--- config.mk ---
export PLATFORM = sky130hd
export DESIGN_NAME = reset_sequencer
export DESIGN_NICKNAME = d
export VERILOG_FILES = /design/src/rtl/reset_sequencer.sv
export SDC_FILE = /design/constraint.sdc
export NUM_CORES = 1
export LEC_CHECK = 0
export ABC_AREA = 0
export CAP_MARGIN = 20
export CORE_MARGIN = 5
export CORE_UTILIZATION = 50
export CTS_CLUSTER_DIAMETER = 60
export CTS_CLUSTER_SIZE = 10
export DETAILED_ROUTE_END_ITERATION = 6
export PLACE_DENSITY = 0.7
export SYNTH_ARGS = -nofsm -noshare
export SYNTH_HDL_FRONTEND = slang
export SYNTH_SLANG_ARGS = --single-unit
--- constraint.sdc ---
create_clock -name clk -period 3.8 [get_ports clk]
set_input_delay 0.57 -clock clk [delete_from_list [all_inputs] [get_ports clk]]
set_output_delay 0.57 -clock clk [all_outputs]
set_load 0.05 [all_outputs]
--- src/rtl/reset_sequencer.sv ---
// Staged reset sequencer: holds three stage resets for a fixed time, then releases
// them one at a time, each waiting for that stage's acknowledge or a timeout.
module reset_sequencer #(
    parameter int unsigned HOLD_CYCLES = 16,
    parameter int unsigned ACK_TIMEOUT = 255
) (
    input  logic       clk,
    input  logic       reset,
    input  logic       soft_reset_req,
    input  logic [2:0] stage_ack,
    output logic [2:0] rst_out,
    output logic       seq_done,
    output logic       timeout_err
);

    typedef enum logic [2:0] {
        HOLD,
        REL0,
        REL1,
        REL2,
        DONE
    } state_t;

    // Terminal counts; a counter never runs past these, so it cannot wrap.
    localparam logic [15:0] HOLD_LAST = 16'(HOLD_CYCLES - 1);
    localparam logic [15:0] ACK_LAST  = 16'(ACK_TIMEOUT - 1);

    state_t      state, state_nxt;
    logic [15:0] cnt, cnt_nxt;
    logic [2:0]  rst_nxt;
    logic        done_nxt;
    logic        terr_nxt;
    logic        ack_sel;

    always_comb begin
        state_nxt = state;
        cnt_nxt   = cnt;
        rst_nxt   = rst_out;
        done_nxt  = seq_done;
        terr_nxt  = timeout_err;
        ack_sel   = 1'b0;

        case (state)
            HOLD: begin
                rst_nxt = 3'b111;
                if (cnt == HOLD_LAST) begin
                    state_nxt = REL0;
                    cnt_nxt   = '0;
                    rst_nxt   = 3'b110;
                end else begin
                    cnt_nxt = cnt + 16'd1;
                end
            end

            REL0, REL1, REL2: begin
                // Only the acknowledge of the stage just released is looked at.
                case (state)
                    REL0:    ack_sel = stage_ack[0];
                    REL1:    ack_sel = stage_ack[1];
                    default: ack_sel = stage_ack[2];
                endcase
                if (ack_sel || (cnt == ACK_LAST)) begin
                    if (!ack_sel) terr_nxt = 1'b1;
                    cnt_nxt = '0;
                    case (state)
                        REL0: begin
                            state_nxt  = REL1;
                            rst_nxt[1] = 1'b0;
                        end
                        REL1: begin
                            state_nxt  = REL2;
                            rst_nxt[2] = 1'b0;
                        end
                        default: begin
                            state_nxt = DONE;
                            done_nxt  = 1'b1;
                        end
                    endcase
                end else begin
                    cnt_nxt = cnt + 16'd1;
                end
            end

            DONE: begin
                if (soft_reset_req) begin
                    state_nxt = HOLD;
                    cnt_nxt   = '0;
                    rst_nxt   = 3'b111;
                    done_nxt  = 1'b0;
                end
            end

            default: begin
                state_nxt = HOLD;
                cnt_nxt   = '0;
                rst_nxt   = 3'b111;
                done_nxt  = 1'b0;
            end
        endcase
    end

    // NOTE: sequential state uses non-blocking assignments so every register
    // samples the pre-edge values computed by the combinational block.
    always_ff @(posedge clk) begin
        if (reset) begin
            state       <= HOLD;
            cnt         <= '0;
            rst_out     <= 3'b111;
            seq_done    <= 1'b0;
            timeout_err <= 1'b0;
        end else begin
            state       <= state_nxt;
            cnt         <= cnt_nxt;
            rst_out     <= rst_nxt;
            seq_done    <= done_nxt;
            timeout_err <= terr_nxt;
        end
    end

endmodule

==> impl_metrics.tcl <==
set metrics [dict create \
    yosysMostFrequentCell "dfxtp_1" \
    num_vias 1185 \
    clkSlewWorstSetupHoldPaths_ns 0.12 \
    grt_pass1_vias 1158 \
    yosysTopAreaCell "dfxtp_1" \
    synth_area_leaders "dfxtp_1 (36%), a31oi_1 (4.3%), nor2_1 (4.0%)" \
    row_count 18 \
    coreArea_um2 2500 \
    ant_nets 0 \
    timing.setup.tns_ns 0 \
    power.leakage_nw 0.546 \
    fin_util 0.573 \
    required_ns 4.01 \
    grtUsageTotal 0.172 \
    post_cts_buffers 0 \
    viasPerCell 6.27 \
    routedWlPerCell_um 15.1 \
    numCtsBuffers 3 \
    seq_area_frac_synth 0.365 \
    cts_tree "done" \
    gp_congestion 0.811 \
    clock_sinks 24 \
    clock_path_buffers 2 \
    tightest_slew_ns 0.867 \
    synth-edff-count 0 \
    slew_viol_final 0 \
    cts_root_buf "clkbuf_4" \
    min-delay-path-class "reg -> reg" \
    syn_inst 156 \
    drive_above_1_share 0.0629 \
    synth-xor-area-share 0.00665 \
    grt.overflow.total 0 \
    layout_min_cycle_time_ns 2.42 \
    htree_num_levels 1 \
    fp.dieW_um 61.3 \
    ys_top_cells_by_count "dfxtp_1 (24), nor2_1 (14)" \
    drt-met1-wl_um 1300 \
    synthSimpleGateAreaFrac 0.298 \
    fin_crit_sh 0.636 \
    maxUsedRoutingLayer "met4" \
    status "finished, final reports clean" \
    ys_types 43 \
    synthFlopType "dfxtp_1" \
    synth_top_family_by_area "simple AND/OR/NAND/NOR gates" \
    syn_nets 164 \
    io_buffers 10 \
    end_kind "flop" \
    die_h_um 61.3 \
    initial_core_util 0.527 \
    synth_mux_area_frac 0.0152 \
    yosysWarnings 0 \
    fin_ws_ns 1.38 \
    drc 0 \
    dpl.hpwl_um 2130 \
    skew_ns 0.00385 \
    rsz0062_at_grt "false" \
    max_cap_viol_count 0 \
    p_per_area_nw_per_um2 512 \
    wl_um 2860 \
    relSlewSlack 0.422 \
    pin_count 11 \
    cp.arrival_ns 2.63 \
    setup_viol 0 \
    clock_latency_ns 0.31 \
    wl_met2_um 1380 \
    min_path_cells 2 \
    drtIter0Drc 41 \
    reg2reg_depth 5 \
    synth-seq-cells 24 \
    cts_resized 0 \
    dpl_worst_slack_ns 1.19 \
    crit_type "reg -> reg" \
    antenna_found_initial 0 \
    num-nets-final 169 \
    hold_violations 0 \
    synth_top_area_share 0.365 \
    synthAdderAreaFrac 0.0190 \
    peakVddDrop_mv 0.343 \
    met3_wirelength_um 145 \
    num_antenna_cells 0 \
    startpoint_type "flop" \
    grt_max_degree 18 \
    syn_to_final_growth_pct 8.74 \
    floorplan.die_area_um2 3760 \
    hold_buffers 0 \
    firstDrtPassIters 4 \
    synth-async-reset-ratio 0 \
    avgSynthCellArea_um2 8.45 \
    clock.fmax_ghz 0.414 \
    synth_area_um2 1320 \
    synth_compound_area_frac 0.234 \
    cp_max_fo 12 \
    grt_pass1_wl_um 4990 \
]
==> final cells by class <==
type | instances | area [µm²]
Clock buffer | 3 | 22.5
Fill cell | 217 | 1070
Inverter | 8 | 30.0
Multi-Input combinational cell | 113 | 754
Sequential cell | 24 | 480
Tap cell | 30 | 37.5
Timing Repair Buffer | 11 | 108
==> flip-flops by register name (all words and copies together) (netlist names) <==
name         cells
state            3
timeout_err      1
cnt             16
rst_out          3
seq_done         1
==> cells by family after synthesis <==
group | Yosys count
buf+inv | 19
compound gates | 43
fa+ha+maj | 2
simple gates | 65
xor+xnor | 1
flops | 24
mux | 2
==> path summary, 6_finish.rpt <==
| path | start | to | slack, ns |
|---|---|---|---|
| worst max-delay path | cnt[13] | cnt[8] | 1.38 |
| worst min-delay path | rst_out[1] | rst_out[1] | 0.48 |
| worst min register to register | rst_out[1] | rst_out[1] | 0.48 |
| worst max register to register | cnt[13] | cnt[8] | 1.38 |
==> through the flow <==
step | cells | hold slack, ns | power (W) | instance area (µm²)
global route | 189 | 0.516 | 0.000786 | 1430
CTS | 189 | 0.487 | 0.000739 | 1430
floorplan | 156 | 0.445 | 0.000576 | 1320
detailed placement | 186 | 0.468 | 0.000629 | 1410
global placement | 186 | 0.455 | 0.000621 | 1410
finish | 189 | 0.481 | 0.000733 | 1430
==> power by group <==
| group | internal, W | total (W) | switching (W) |
|---|---|---|---|
| combinational | 0.000116 | 0.000299 | 0.000182 |
| clock | 0.0000371 | 0.000110 | 0.0000729 |
| sequential | 0.000283 | 0.000325 | 0.0000414 |
==> cell usage in the layout, fill, tap and decap left out, types with 3 or more instances in the layout <==
master / instances
nor4_1: 4
or4_1: 5
nor2_1: 14
a21oi_1: 6
dfxtp_1: 24
nand4_1: 3
o21ai_0: 9
inv_1: 8
nand3_1: 7
clkbuf_4: 3
a211oi_1: 3
clkdlybuf4s50_1: 10
and3_1: 4
nor2b_1: 4
a31oi_1: 9
nand2_1: 9
and4_1: 4
==> metal layers <==
layer / vias to the layer above / GRT usage
li1: 594 / -
met1: 563 / 0.204
met2: 24 / 0.307
met3: 4 / 0.0273
met4: 0 / 0.0727
met5: - / 0
==> worst max-delay path, stage by stage (launching register included) <==
cell	delay, ns
dfxtp_1	0.35
or4_1	0.60
nor4_4	0.44
o2bb2ai_1	0.36
and4_1	0.32
a211o_1	0.26
No activity file was read; power rests on OpenSTA's default activity.
